--- src/rtl/nmr_vote_ctrl.sv ---
// Registered TMR voter with per-channel outlier counting, TMR -> DUPLEX -> FAIL degradation.
// Define TMR_INJECT_EN to compile in the inj_sel/inj_mask error-injection XOR.
module nmr_vote_ctrl #(
    parameter int DATA_W   = 27,
    parameter int FAULT_TH = 3
) (
    input  logic              clk,
    input  logic              reset,
    input  logic              in_valid,
    input  logic [DATA_W-1:0] data_a,
    input  logic [DATA_W-1:0] data_b,
    input  logic [DATA_W-1:0] data_c,
    input  logic [2:0]        inj_sel,
    input  logic [DATA_W-1:0] inj_mask,
    input  logic              clr_fault,
    output logic              out_valid,
    output logic [DATA_W-1:0] data_out,
    output logic              tmr_error,
    output logic [2:0]        fault_vec,
    output logic [1:0]        mode
);
    typedef enum logic [1:0] {
        MODE_TMR    = 2'b00,
        MODE_DUPLEX = 2'b01,
        MODE_FAIL   = 2'b10
    } mode_t;

    localparam logic [3:0] TH = 4'(FAULT_TH);

    logic [DATA_W-1:0] ea, eb, ec;

`ifdef TMR_INJECT_EN
    assign ea = data_a ^ (inj_sel[0] ? inj_mask : '0);
    assign eb = data_b ^ (inj_sel[1] ? inj_mask : '0);
    assign ec = data_c ^ (inj_sel[2] ? inj_mask : '0);
`else
    logic unused_inj;
    assign unused_inj = ^{inj_sel, inj_mask};
    assign ea = data_a;
    assign eb = data_b;
    assign ec = data_c;
`endif

    // Sample streams are accepted unconditionally: in_valid qualifies a sample, there is no backpressure.
    mode_t             mode_q, mode_d;
    logic [2:0]        fault_d;
    logic [2:0][3:0]   cnt_q, cnt_d;
    logic [3:0]        dup_q, dup_d;
    logic [DATA_W-1:0] vote_d;
    logic              err_d;

    logic              ab, ac, bc;
    logic [1:0]        idx;
    logic [3:0]        cnt_inc;
    logic [3:0]        dup_inc;
    logic [DATA_W-1:0] lo, hi;

    assign ab = (ea == eb);
    assign ac = (ea == ec);
    assign bc = (eb == ec);

    // Live pair after one retirement: lo is the lower-index survivor, hi the other.
    assign lo = fault_vec[0] ? eb : ea;
    assign hi = fault_vec[2] ? eb : ec;

    assign mode = mode_q;

    always_comb begin
        mode_d  = mode_q;
        fault_d = fault_vec;
        cnt_d   = cnt_q;
        dup_d   = dup_q;
        vote_d  = data_out;
        err_d   = tmr_error;
        idx     = ab ? 2'd2 : (ac ? 2'd1 : 2'd0);
        cnt_inc = cnt_q[idx] + 4'd1;
        dup_inc = dup_q + 4'd1;
        if (in_valid) begin
            case (mode_q)
                MODE_TMR: begin
                    if (ab && bc) begin
                        vote_d = ea;
                        err_d  = 1'b0;
                        cnt_d  = '0;
                    end else if (ab || ac || bc) begin
                        vote_d     = bc ? eb : ea;
                        err_d      = 1'b0;
                        cnt_d      = '0;
                        cnt_d[idx] = cnt_inc;
                        if (cnt_inc >= TH) begin
                            fault_d[idx] = 1'b1;
                            cnt_d        = '0;
                            mode_d       = MODE_DUPLEX;
                        end
                    end else begin
                        vote_d = ea;
                        err_d  = 1'b1;
                    end
                end
                MODE_DUPLEX: begin
                    vote_d = lo;
                    if (lo == hi) begin
                        err_d = 1'b0;
                        dup_d = '0;
                    end else begin
                        err_d = 1'b1;
                        dup_d = dup_inc;
                        if (dup_inc >= TH) mode_d = MODE_FAIL;
                    end
                end
                default: begin
                    vote_d = lo;
                    err_d  = 1'b1;
                end
            endcase
        end
        if (clr_fault) begin
            mode_d  = MODE_TMR;
            fault_d = '0;
            cnt_d   = '0;
            dup_d   = '0;
        end
    end

    always_ff @(posedge clk or posedge reset) begin
        if (reset) begin
            mode_q    <= MODE_TMR;
            fault_vec <= '0;
            cnt_q     <= '0;
            dup_q     <= '0;
            out_valid <= 1'b0;
            data_out  <= '0;
            tmr_error <= 1'b0;
        end else begin
            mode_q    <= mode_d;
            fault_vec <= fault_d;
            cnt_q     <= cnt_d;
            dup_q     <= dup_d;
            out_valid <= in_valid;
            data_out  <= vote_d;
            tmr_error <= err_d;
        end
    end
endmodule

--- config.mk ---
export PLATFORM = sky130hd
export DESIGN_NAME = nmr_vote_ctrl
export DESIGN_NICKNAME = d
export VERILOG_FILES = /design/src/rtl/nmr_vote_ctrl.sv
export SDC_FILE = /design/constraint.sdc
export NUM_CORES = 1
export LEC_CHECK = 0
export CORE_ASPECT_RATIO = 1.1
export CORE_UTILIZATION = 45
export DETAILED_ROUTE_END_ITERATION = 10
export PLACE_DENSITY = 0.82
export RECOVER_POWER = 100
export SYNTH_ARGS = -nofsm -noshare
export SYNTH_HDL_FRONTEND = slang
export SYNTH_SLANG_ARGS = --single-unit
--- constraint.sdc ---
create_clock -name clk -period 3.3 [get_ports clk]
set_input_delay 0.66 -clock clk [delete_from_list [all_inputs] [get_ports clk]]
set_output_delay 0.66 -clock clk [all_outputs]
set_load 0.05 [all_outputs]
# [Word-level counts from Yosys, hierarchy flattened]
# Index checks and enable logic that the tools add are counted.
[classes] n_addsub=2 n_lt_le_gt_ge=4 eq_ne=11 muxes=42 bitwise_logic=2 reduce_logical=16
[op_table] operator="27-bit two-way mux" n=6
[op_table] operator="27-bit == test" n=4
[op_table] operator="12-bit two-way mux" n=6
[op_table] operator="4-bit two-way mux" n=6
[op_table] operator="3-bit two-way mux" n=6
[op_table] operator="2-bit two-way mux" n=8
[op_table] operator="3-bit inequality test (second input constant)" n=5
[op_table] operator="12-bit bitwise AND" n=1
[op_table] operator="2-bit nonzero test" n=5
[op_table] operator="4-bit by 1-bit adder with 4-bit output (second input constant)" n=2
[op_table] operator="4-bit binary-select mux with 2-bit select" n=1
[op_table] operator="4-bit demux with 2-bit select" n=1
[op_table] operator="4-bit by 2-bit greater-or-equal comparator with 1-bit output (second input constant)" n=2
[op_table] operator="7-bit AND reduction" n=1
[op_table] operator="3-bit nonzero test" n=2
[op_table] operator="1-bit two-way mux" n=5
[op_table] operator="5-bit AND reduction" n=1
[op_table] operator="2-bit case mux with 2 select lines" n=1
[op_table] operator="2-bit by 3-bit less-than comparator with 1-bit output (second input constant)" n=1
[op_table] operator="3-bit bitwise OR" n=1
[op_table] operator="3-bit AND reduction" n=1
[op_table] operator="1-bit demux with 2-bit select" n=1
[op_table] operator="2-bit by 1-bit == test with 1-bit output (second input constant)" n=1
[op_table] operator="2-bit by 1-bit greater-or-equal comparator with 1-bit output (second input constant)" n=1
[op_table] operator="6 further kinds" n=8
[word_totals] reg_bits=50 output_inout_bits=34

# [Depth between registers and ports, before layout]
[logic_depth] depth_word=14 ltp_mapped=13 mapped_depth_nobuf=12

# [Worst setup path after synthesis]
# OpenSTA, ideal clock, no wires.
[synth_path] path_type="input to register" startpoint="input port data_c[18]" endpoint="register cnt_q[1] in the netlist's numbering" setup_ns=0.068 arrival_time_ns=2.941 required_ns=3.232 path_slack_ns=0.291 stages=13 path_buffers=1 path_cell_list="xor2_1 nor4_1 and4_1 buf_2 nand3_1 a31o_2 inv_1 ha_1 nand2b_1 a311oi_2 nand2_1 o211ai_4 a32o_1"
[synth_via] elab_chain_cells=14 word_cells_on_any_way=25 cone_classes="add/sub: 1; order compare: 3; eq/ne: 2; mux: 12; bitwise: 1; reduce/logical: 6"
[synth_rtl] element="from (decl)" line="12" rtl="input logic [DATA_W-1:0] data_c,"
[synth_rtl] element="parallel branches: the longest is 14 deep, another holds 4-bit by 1-bit adder with 4-bit output"
[synth_rtl] element="to (signal assigned)" line="137" rtl="cnt_q <= cnt_d;"
[synth_rtl] element="to (decl)" line="47" rtl="logic [2:0][3:0] cnt_q, cnt_d;"
# Several ways; the timed one is not identified. The select of a mux whose other input is x is not followed.
# A chain may end at the register's enable or synchronous reset.

# [Worst setup path after layout]
[layout_path] startpoint="input port data_b[18]" endpoint="register fault_vec[1]"
[layout_via] elab_chain_cells=13 word_cells_on_any_way=26 cone_classes="add/sub: 1; order compare: 3; eq/ne: 3; mux: 11; bitwise: 1; reduce/logical: 7"
[layout_rtl] element="from (decl)" line="11" rtl="input logic [DATA_W-1:0] data_b,"
[layout_rtl] element="parallel branches: the longest is 13 deep, another holds 4-bit by 1-bit adder with 4-bit output"
[layout_rtl] element="to (signal assigned)" line="136" rtl="fault_vec <= fault_d;"
[layout_rtl] element="to (decl)" line="19" rtl="output logic [2:0] fault_vec,"
# Several ways; the timed one is not identified. The select of a mux whose other input is x is not followed.

==> results_dict.tcl <==
set metrics [dict create \
    dp_hpwl_um 9330 \
    via_count 3900 \
    report.final.slew_viol_count 0 \
    fin_skew_ns 0.00327 \
    ys.flop_type "dfrtp_1" \
    worstPathCellList "clkdlybuf4s50_1 > xor2_1 > nor4_1 > nand4_1 > or2_4 > a31oi_4 > ha_4 > nor2_2 > nor4b_4 > a41oi_2 > o211ai_4 > buf_12 > o41ai_4" \
    syn_nets 515 \
    ios 149 \
    routedWlPerCell_um 17.9 \
    path_max_fanout 10 \
    worstSetupPathType "in2reg" \
    yosysSeqAreaShare_pct 33.2 \
    post-place-ws_ns -0.512 \
    tightest_slew_ns 0.890 \
    dr.pass1.iters 5 \
    cts-root-buf "clkbuf_8" \
    cts_tree "done" \
    synth_top_area_share_pct 33.2 \
    p_leak_nw 2.62 \
    setup_viol 10 \
    rsz0062_at_grt "true" \
    grt.total_usage_pct 28.1 \
    routed_wirelength_um 12800 \
    hold_buffers 0 \
    syn_avg_cell_area_um2 9.52 \
    max_stage_delay_ns 0.45 \
    violations "setup timing" \
    yosysWarnings 0 \
    synthSimpleGateAreaFrac_pct 17.2 \
    drt.antenna.violating_nets 0 \
    ys_ff_latch 50 \
    final-hold-violation-count 0 \
    grt_pass1_vias 3898 \
    switching_share_pct 35.9 \
    initial_core_util_pct 47.1 \
    relSlewSlack_pct 40.6 \
    nFillCells 530 \
    synth_mux_area_share_pct 10.7 \
    dieHeight_um 98.0 \
    io_buffers 118 \
    fin_cells 712 \
    drt_iter0_markers 257 \
    crit_path_start_kind "input port" \
    net-switching-power_uw 648 \
    rows 34 \
    ys_top_cells_by_count "xor2_1 (57), dfrtp_1 (50), nor2_1 (41), mux2i_1 (39), xnor2_1 (35)" \
    async_flop_share_pct 100 \
    fin_util_pct 75.3 \
    max_freq_mhz 295 \
    status "complete, but fails checks" \
    cts_buffers 5 \
    ir_worst_vdd_v 0.000173 \
    worst_path_max_delay_cell "clkdlybuf4s50_1" \
    final_nets 724 \
    dp.cells 696 \
    antenna_found_initial 0 \
    cts_sinks 50 \
    h-tree-depth 2 \
    grt_max_degree 58 \
    finalPower_mw 1.80 \
    syn2layout_area_growth_pct 59.8 \
    clkLatencyLatePin_ns 0.30 \
    vias_per_cell 5.48 \
    drc 0 \
    clock_power_share_pct 20.1 \
    n_antenna_cell 0 \
    power_frac_seq_pct 38.0 \
    synthCells 396 \
    combPwrFrac_pct 42.0 \
    layout_min_cycle_time_ns 3.39 \
    netlist_area_mm2 0.00377 \
    p_per_area_mw_per_mm2 300 \
    core_area_mm2 0.00800 \
    synth_area_leaders "dfrtp_1 (33%), xor2_1 (13%), mux2i_1 (10%), xnor2_1 (8.1%), a21oi_1 (4.1%)" \
    synth-adder-area-share_pct 1.33 \
    synth_xor_area_share_pct 21.4 \
    yosysMostFrequentCell "xor2_1" \
    cts.clk_slew.worst_paths_ns 0.09 \
    internal_power_mw 1.16 \
    required_ns 3.51 \
    setup_ws_ns -0.0865 \
    end_kind "flop" \
    drv_cap 0 \
    max-clock-path-buffers 2 \
    synth_enable_flop_cells 0 \
    ys_types 55 \
    fin_crit_sh_pct 103 \
    globalplace.congestion 0.946 \
    synth_compound_area_share_pct 12.6 \
    synth_area_leader_cell "dfrtp_1" \
    overflow 0 \
    synth_top_family_by_area "XOR/XNOR gates" \
    grt_pass1_wl_um 19000 \
    place_area_mm2 0.00568 \
    die_w_um 89.3 \
    stdcell_area_mm2 0.00602 \
    ff2ff_setup_slack_ns 0.37 \
    fp.dieArea_mm2 0.00875 \
    hp-class "reg2reg" \
    crit_arrival_ns 3.59 \
    final_layout_size_suffix_gt1_share_pct 26.2 \
]
==> final timing paths <==
check                              from  cells past startpoint            to
setup / recovery             data_b[18]                     13  fault_vec[1]
max in group asynchronous         reset                      3     tmr_error
setup reg to reg           fault_vec[0]                      8       mode[0]
hold / removal                 cnt_q[5]                      1      cnt_q[5]
min in group asynchronous         reset                      2  data_out[20]
hold reg to reg                cnt_q[5]                      1      cnt_q[5]
==> area by class of cell <==
class / instances / area [um2] / share of cell area [%]
tap: 108 / 135 / 2.24
sequential: 50 / 1250 / 20.8
timing repair buffer: 220 / 1950 / 32.3
inverter: 6 / 22.5 / 0.374
clock buffer: 6 / 82.6 / 1.37
multi-input combinational: 322 / 2590 / 42.9
==> state kept, by name, indices dropped and copies added, names as in the netlist <==
signal,count
tmr_error,1
fault_vec,3
dup_q,4
cnt_q,12
out_valid,1
mode,2
data_out,27
==> metrics by stage <==
stage	hold slack [ns]	TNS (ns)
floorplan	0.446	0
global placement	0.466	-9.45
detailed placement	0.472	-10.99
CTS	0.499	-0.0157
global route	0.517	-1.11
finish	0.503	-0.522
==> metal layers <==
layer / share of wire, % / global-route usage (%)
met3: 7.3 / 4.48
met2: 50 / 47.9
met4: 3.5 / 9.16
met5: 0 / 0
met1: 39 / 35.7
==> critical path, delay by kind of cell <==
family | cells | cell delay (ns)
and+or+nand+nor | 5 | 1.06
adders and majority gates | 1 | 0.19
xor gates and xnor gates | 1 | 0.18
buffers and inverters | 2 | 0.61
AOI/OAI and AO/OA | 4 | 0.88
==> power by group through the flow <==
stage               Combinational [mW]  Sequential (mW)  Clock, mW
finish                           0.757            0.685      0.362
detailed placement               0.725            0.694          0
global route                     0.799            0.689      0.387
floorplan                        0.255            0.795          0
global placement                 0.709            0.695          0
CTS                              0.721            0.684      0.362
==> cells in the final DEF, fill, tap and decap left out, types with 7 or more instances in the layout <==
cell type        netlist  layout
nand4_1                7       7
dfrtp_1               50      50
nand2_1               11      11
dlygate4sd3_1          0      35
xnor2_1               35      34
nor4_2                 2      10
nand3_1                8       8
dlymetal6s2s_1         0      16
and2_1                 7       7
o21ai_0               10       8
nor2_1                41      40
clkdlybuf4s50_1        0      25
xor2_1                57      51
nor4_1                15       7
dlygate4sd2_1          0      41
a21oi_1               31      31
mux2i_1               39      39
buf_4                  3      97
==> cells by family after synthesis <==
kind of cell	Yosys count
AOI/OAI and AO/OA	66
xor gates and xnor gates	92
adders and majority gates	4
buffers and inverters	24
DFF	50
muxes	40
and+or+nand+nor	120
==> what timing repair did <==
action,CTS,global route
gates cloned,0,1
buffers inserted,2,7
setup endpoints to repair,12,35
pin swaps,17,17
hold endpoints to repair,0,0
gates resized for setup,54,39
(Power assumes the default switching activity.)
